`src/rtl/rr_decoder_arbiter_pkg.sv`:
```
// Shared constants and FSM state type for the round-robin decoder arbiter.
package rr_decoder_arbiter_pkg;
   localparam int N_REQ        = 16;
   localparam int IDX_W        = 4;
   localparam int MAX_HOLD_DEF = 8;

   typedef enum logic {
      IDLE  = 1'b0,
      GRANT = 1'b1
   } state_e;
endpackage

```
`src/rtl/rr_decoder_arbiter_if.sv`:
```
// Requester-side bus of the arbiter: request vector in, grant status and FSM debug state out.
interface rr_decoder_arbiter_if;
   import rr_decoder_arbiter_pkg::*;

   // Handshake: a requester holds req[i] high for as long as it wants the resource;
   // it owns it while grant[i] is high, and dropping req[i] is the release.
   logic [N_REQ-1:0] req;
   logic [IDX_W-1:0] binary_out;
   logic             enable_out;
   logic [N_REQ-1:0] grant;
   logic             busy;
   logic             revoked;
   state_e           state_dbg;

   modport slave (
      input  req,
      output binary_out, enable_out, grant, busy, revoked, state_dbg
   );

   modport master (
      output req,
      input  binary_out, enable_out, grant, busy, revoked, state_dbg
   );
endinterface

```
`src/rtl/rr_decoder_arbiter_decoder.sv`:
```
// Binary-to-one-hot decoder with enable; all-zero output when enable is low.
module rr_decoder_arbiter_decoder #(
   parameter int IDX_W = 4,
   parameter int N_OUT = 16
) (
   input  logic [IDX_W-1:0] binary_in,
   input  logic             enable,
   output logic [N_OUT-1:0] decoder_out
);
   always_comb begin
      decoder_out = '0;
      if (enable) decoder_out[binary_in] = 1'b1;
   end
endmodule

```
`src/rtl/rr_decoder_arbiter.sv`:
```
// Round-robin arbiter over 16 requesters with registered index/valid and decoded grant.
// Optional forced revoke after MAX_HOLD grant cycles when ARB_TIMEOUT_EN is defined.
module rr_decoder_arbiter
   import rr_decoder_arbiter_pkg::*;
#(
   parameter int MAX_HOLD = MAX_HOLD_DEF
) (
   input  logic                  clk,
   input  logic                  rst_n,
   rr_decoder_arbiter_if.slave   bus
);

   if (MAX_HOLD < 2 || MAX_HOLD > 255) begin : g_max_hold_range
      $error("MAX_HOLD must be in 2..255");
   end

   state_e           state, state_next;
   logic [IDX_W-1:0] binary_q;
   logic [IDX_W-1:0] last_ptr;
   logic [IDX_W-1:0] winner;
   logic             enable_q;
   logic             holder_req;
   logic             timeout_hit;

   // Search starts just above last_ptr and wraps; last_ptr itself is visited last.
   function automatic logic [IDX_W-1:0] rr_pick(input logic [N_REQ-1:0] r,
                                                input logic [IDX_W-1:0] last);
      logic [IDX_W-1:0] idx;
      logic [IDX_W-1:0] pick;
      logic             found;
      pick  = last;
      found = 1'b0;
      for (int i = 1; i <= N_REQ; i++) begin
         idx = last + IDX_W'(i);
         if (!found && r[idx]) begin
            pick  = idx;
            found = 1'b1;
         end
      end
      return pick;
   endfunction

   assign winner     = rr_pick(bus.req, last_ptr);
   assign holder_req = bus.req[binary_q];

`ifdef ARB_TIMEOUT_EN
   logic [7:0] hold_cnt;
   logic       revoked_q;

   assign timeout_hit = (hold_cnt == 8'(MAX_HOLD - 1));

   // A release on the timeout edge wins, so revoked only fires while the holder still requests.
   always_ff @(posedge clk or negedge rst_n) begin
      if (!rst_n) begin
         hold_cnt  <= 8'd0;
         revoked_q <= 1'b0;
      end else begin
         hold_cnt  <= (state == GRANT) ? hold_cnt + 8'd1 : 8'd0;
         revoked_q <= (state == GRANT) && holder_req && timeout_hit;
      end
   end

   assign bus.revoked = revoked_q;
`else
   assign timeout_hit = 1'b0;
   assign bus.revoked = 1'b0;
`endif

   always_ff @(posedge clk or negedge rst_n) begin
      if (!rst_n) state <= IDLE;
      else        state <= state_next;
   end

   // Leaving GRANT always passes through IDLE, which enforces the gap between grants.
   always_comb begin
      state_next = state;
      case (state)
         IDLE:    if (|bus.req) state_next = GRANT;
         GRANT:   if (!holder_req || timeout_hit) state_next = IDLE;
         default: state_next = IDLE;
      endcase
   end

   always_ff @(posedge clk or negedge rst_n) begin
      if (!rst_n) begin
         binary_q <= '0;
         last_ptr <= '1;
         enable_q <= 1'b0;
      end else begin
         enable_q <= (state_next == GRANT);
         if (state == IDLE && |bus.req) begin
            binary_q <= winner;
            last_ptr <= winner;
         end
      end
   end

   always_comb begin
      bus.busy       = (state != IDLE);
      bus.state_dbg  = state;
      bus.binary_out = binary_q;
      bus.enable_out = enable_q;
   end

   rr_decoder_arbiter_decoder #(
      .IDX_W (IDX_W),
      .N_OUT (N_REQ)
   ) u_decoder (
      .binary_in   (binary_q),
      .enable      (enable_q),
      .decoder_out (bus.grant)
   );

endmodule

```
`src/flat_wrapper.sv`:
```
// flat-port wrapper written by rule: the top's interface ports become plain ports
module rr_decoder_arbiter_flat import rr_decoder_arbiter_pkg::*;
#(
   parameter int MAX_HOLD = MAX_HOLD_DEF
)
  (clk, rst_n, bus_req, bus_binary_out, bus_enable_out, bus_grant, bus_busy, bus_revoked, bus_state_dbg);
  rr_decoder_arbiter_if bus_i ();
  input  logic clk;
  input  logic rst_n;
  input wire logic [$bits(bus_i.req)-1:0] bus_req;
  output wire logic [$bits(bus_i.binary_out)-1:0] bus_binary_out;
  output wire logic [$bits(bus_i.enable_out)-1:0] bus_enable_out;
  output wire logic [$bits(bus_i.grant)-1:0] bus_grant;
  output wire logic [$bits(bus_i.busy)-1:0] bus_busy;
  output wire logic [$bits(bus_i.revoked)-1:0] bus_revoked;
  output wire logic [$bits(bus_i.state_dbg)-1:0] bus_state_dbg;
  assign bus_i.req = bus_req;
  assign bus_binary_out = bus_i.binary_out;
  assign bus_enable_out = bus_i.enable_out;
  assign bus_grant = bus_i.grant;
  assign bus_busy = bus_i.busy;
  assign bus_revoked = bus_i.revoked;
  assign bus_state_dbg = bus_i.state_dbg;
  rr_decoder_arbiter #(.MAX_HOLD(MAX_HOLD)) u_core (.clk(clk), .rst_n(rst_n), .bus(bus_i));
endmodule
```
`config.mk`:
```
export PLATFORM = sky130hd
export DESIGN_NAME = rr_decoder_arbiter_flat
export DESIGN_NICKNAME = d
export VERILOG_FILES = /design/src/rtl/rr_decoder_arbiter_pkg.sv /design/src/rtl/rr_decoder_arbiter_if.sv /design/src/rtl/rr_decoder_arbiter_decoder.sv /design/src/rtl/rr_decoder_arbiter.sv /design/src/flat_wrapper.sv
export SDC_FILE = /design/constraint.sdc
export NUM_CORES = 1
export LEC_CHECK = 0
export BUFFER_PORTS_ARGS = -buffer_cell sky130_fd_sc_hd__buf_2
export CORE_UTILIZATION = 45
export DETAILED_ROUTE_END_ITERATION = 8
export PLACE_DENSITY_LB_ADDON = 0.15
export SYNTH_ARGS = -nofsm -noshare
export SYNTH_HDL_FRONTEND = slang
export SYNTH_HIERARCHICAL = 1
export SYNTH_SLANG_ARGS = --single-unit
```
`constraint.sdc`:
```
create_clock -name clk -period 10.65 [get_ports clk]
set_input_delay 2.13 -clock clk [delete_from_list [all_inputs] [get_ports clk]]
set_output_delay 2.13 -clock clk [all_outputs]
set_load 0.02 [all_outputs]
```
==> results by group <==
Global route
  – Largest net degree at the start of global routing: 31
  – Vias in the first global route: 2917
  – Initial antenna violation count: 0
  – Tot GR Track Use: 28.1%
  – Grt ovf: 0
  – First-pass GRT wire length: 15.7 mm

Setup path
  – CP Capture Type: register
  – Crit Path Class: reg2reg
  – Worst Path Buf+Inv: 1
  – Max stage delay on crit path: 0.98 ns
  – Arrival @ worst endpoint: 5.41 ns
  – Worst EP required: 10.78 ns
  – CP most frequent cell: mux4_2
  – CP Max Fanout: 26
  – Crit-path cells: clkinv_1 > ha_1 > mux4_2 > mux4_2 > or3b_4 > nor4_4 > nand4_2 > nand4_1 > nand2_1 > xnor2_1
  – Worst path top cell family by delay: simple AND/OR/NAND/NOR gates
  – Slowest cell on the critical path: dfstp_2
  – Startpoint Class: register

Route
  – Iteration-0 DRC Markers: 295
  – Drt wl/cell: 21.9 microns
  – Remaining DRCs: 0
  – Routed vias/inst: 7.28
  – DRT Wirelength: 9.66 mm
  – Via count: 3211
  – Detail Route Antenna Nets: 0
  – DRT Pass-1 Iters: 5

STA
  – Slew at the pin with the worst max-slew slack: 0.763 ns
  – RSZ-0062 raised after global routing: false
  – Setup Skew: 0.00135 ns
  – Final TNS setup: 0 ns
  – Final hold violations: 0
  – Max-slew headroom at the worst pin: 48.5%
  – Hold Worst Slack: 0.664 ns
  – Period utilization: 49.5%
  – Final setup viols: 0
  – Max Transition Viols Final: 0
  – Fmax: 190 MHz
  – Post-layout min period: 5.28 ns

Floorplanning
  – Die width: 83.6 microns
  – Die Area: 0.00698 sq mm
  – Core Area: 0.00639 sq mm
  – DIE HEIGHT: 83.6 microns
  – # IOs: 42
  – Starting Density: 46.9%
  – Row Count: 29

Clock tree
  – CTS Buf Count: 3
  – CTS max path bufs: 2
  – Hold_buf cts: 0
  – Root buffer cell: clkbuf_8
  – Setup Buffers After CTS: 0
  – Clock transition at path regs: 0.05 ns
  – CTS tree: built
  – Clock Sinks: 9
  – Clk Latency, worst-skew pair: 0.23 ns
  – Htree depth: 1
  – CTS resizes: 0

Finish
  – Layout area overhead: 7.40%
  – Proportion of layout cells with a drive suffix above 1: 27.7%
  – Final instance count without filler cells: 441
  – Ant. Diodes: 0
  – Final #Nets: 391

Synth
  – Seq cells post-synth: 9
  – Dominant synthesized flop cell: dfrtp_1
  – Netlist cell types: 68
  – Synth warnings: 6
  – Ys async rst share: 100%
  – Number of synthesized flops with an enable pin: 0
  – Gate Count Post-Synth: 342
  – Mean Syn Cell Area: 8.75 sq um
  – Mapped cell area: 0.00299 sq mm
  – Seq/Total Area, Yosys: 7.69%
  – Post-Syn Nets: 368

Min path
  – Hold Crit Class: reg2reg

Place
  – Detailed Place HPWL: 7.19 mm
  – Number of port buffers: 40
  – Placed Cells: 437
  – GP Congestion: 0.908

Run status
  – Run status: completed

Flow run
  – Max-cap viol count: 0
cells by family (layout without fill, tap and decap cells):
kind of cell / Yosys count / after routing / synth area share, %
buf+inv: 28 / 50 / 4.77
compound gates: 92 / 92 / 22.2
xor+xnor: 14 / 14 / 4.10
fa+ha+maj: 8 / 8 / 3.34
other cells: 1 / 1 / 0.125
simple gates: 128 / 128 / 22.8
mux: 62 / 62 / 35.0
flops: 9 / 9 / 7.69
metal layers:
layer / routed length (microns) / track usage (%) / up-vias
li1: - / - / 1419
met1: 3990 / 40.1 / 1530
met2: 4400 / 44.5 / 238
met3: 1050 / 5.24 / 24
met4: 211 / 6.47 / 0
met5: 0 / 0 / -
layout make-up:
cell class                      instances  area (sq um)
Clock buffer                            4          45.0
Sequential cell                         9           230
Inverter                                6          22.5
Timing Repair Buffer                   40           200
Tap cell                               77          96.3
Fill cell                             615          3170
Multi-Input combinational cell        305          2620
sequential cells by signal, summed over array words and instances (netlist names):
name	count
u_core/bus.binary_out	4
u_core/last_ptr	4
u_core/bus.enable_out	1
synthesized netlist by cell type (3+ instances only):
cell type   n  area share (%)
a22oi_1     3            0.75
o21ai_0    11             1.8
nor4_1      8             1.7
mux2i_1    18             6.0
a211o_1     3            0.88
and3_1      3            0.63
xnor2_1     8             2.3
clkbuf_1    7            0.88
dfrtp_1     5             4.2
nor3_2      3             1.0
nor2b_1     5             1.0
ha_1        8             3.3
nor3_1      6             1.0
nor3b_1     5             1.3
a2111oi_0   3            0.88
a21oi_1    15             2.5
nand4_1     3            0.63
inv_1       5            0.63
a41oi_1     3            0.88
o21a_1      3            0.75
dfstp_2     4             3.5
buf_2       6             1.0
xor2_1      6             1.8
o211ai_1    6             1.5
nand2_1    27             3.4
o21ai_1     5            0.84
o22ai_1     3            0.63
nand2b_1    7             1.5
mux4_2     33              25
a41o_1      3             1.0
nand3_1    10             1.7
a31oi_1     7             1.5
and2_1      6             1.3
buf_4       4             1.0
mux2_2     10             3.8
nor2_1     35             4.4
a32oi_1     3            0.88
buf_1       3            0.38
placed cells by master (no fill, tap or decap), types with 4 or more instances in the layout:
master	instances
nor2_1	35
dfrtp_1	5
o21ai_1	5
o21ai_0	11
mux2i_1	18
nor3_1	6
buf_2	40
nor2b_1	5
nor3b_1	5
inv_1	5
nand2_1	27
and2_1	6
dfstp_2	4
a31oi_1	7
nand2b_1	7
ha_1	8
nor4_1	8
xor2_1	6
mux2_2	10
nand3_1	10
a21oi_1	15
mux4_2	33
xnor2_1	8
o211ai_1	6
stage by stage:
step / setup WS (ns) / util [%] / cell area [sq um]
after floorplan: 6.08 / - / 2990
after global placement: 5.39 / 49.6 / 3170
after detailed placement: 5.40 / 49.6 / 3170
after CTS: 5.44 / 50.3 / 3210
after global routing: 4.96 / 50.3 / 3210
final: 5.37 / 50.3 / 3210
worst reg2reg max path: stages, from the launching register on:
cell and delay (ns):
dfstp_2 0.98, clkinv_1 0.55, ha_1 0.88, mux4_2 0.47
mux4_2 0.61, or3b_4 0.46, nor4_4 0.48, nand4_2 0.26
nand4_1 0.24, nand2_1 0.09, xnor2_1 0.16
worst paths after layout:
kind	cells after the start	from	slack (ns)	end
worst max-delay path	10	u_core/last_ptr[1]	5.37	u_core/last_ptr[0]
worst min-delay path	2	u_core/bus.binary_out[3]	0.66	u_core/bus.binary_out[3]
worst max register to register	10	u_core/last_ptr[1]	5.37	u_core/last_ptr[0]
worst min register to register	2	u_core/bus.binary_out[3]	0.66	u_core/bus.binary_out[3]
max in group asynchronous	1	rst_n	8.65	u_core/last_ptr[0]
min in group asynchronous	1	rst_n	1.75	u_core/bus.binary_out[2]
Power is left out: the tool's default activity adds up to more than one toggle a clock period on the data nets, which glitch-free logic cannot reach.
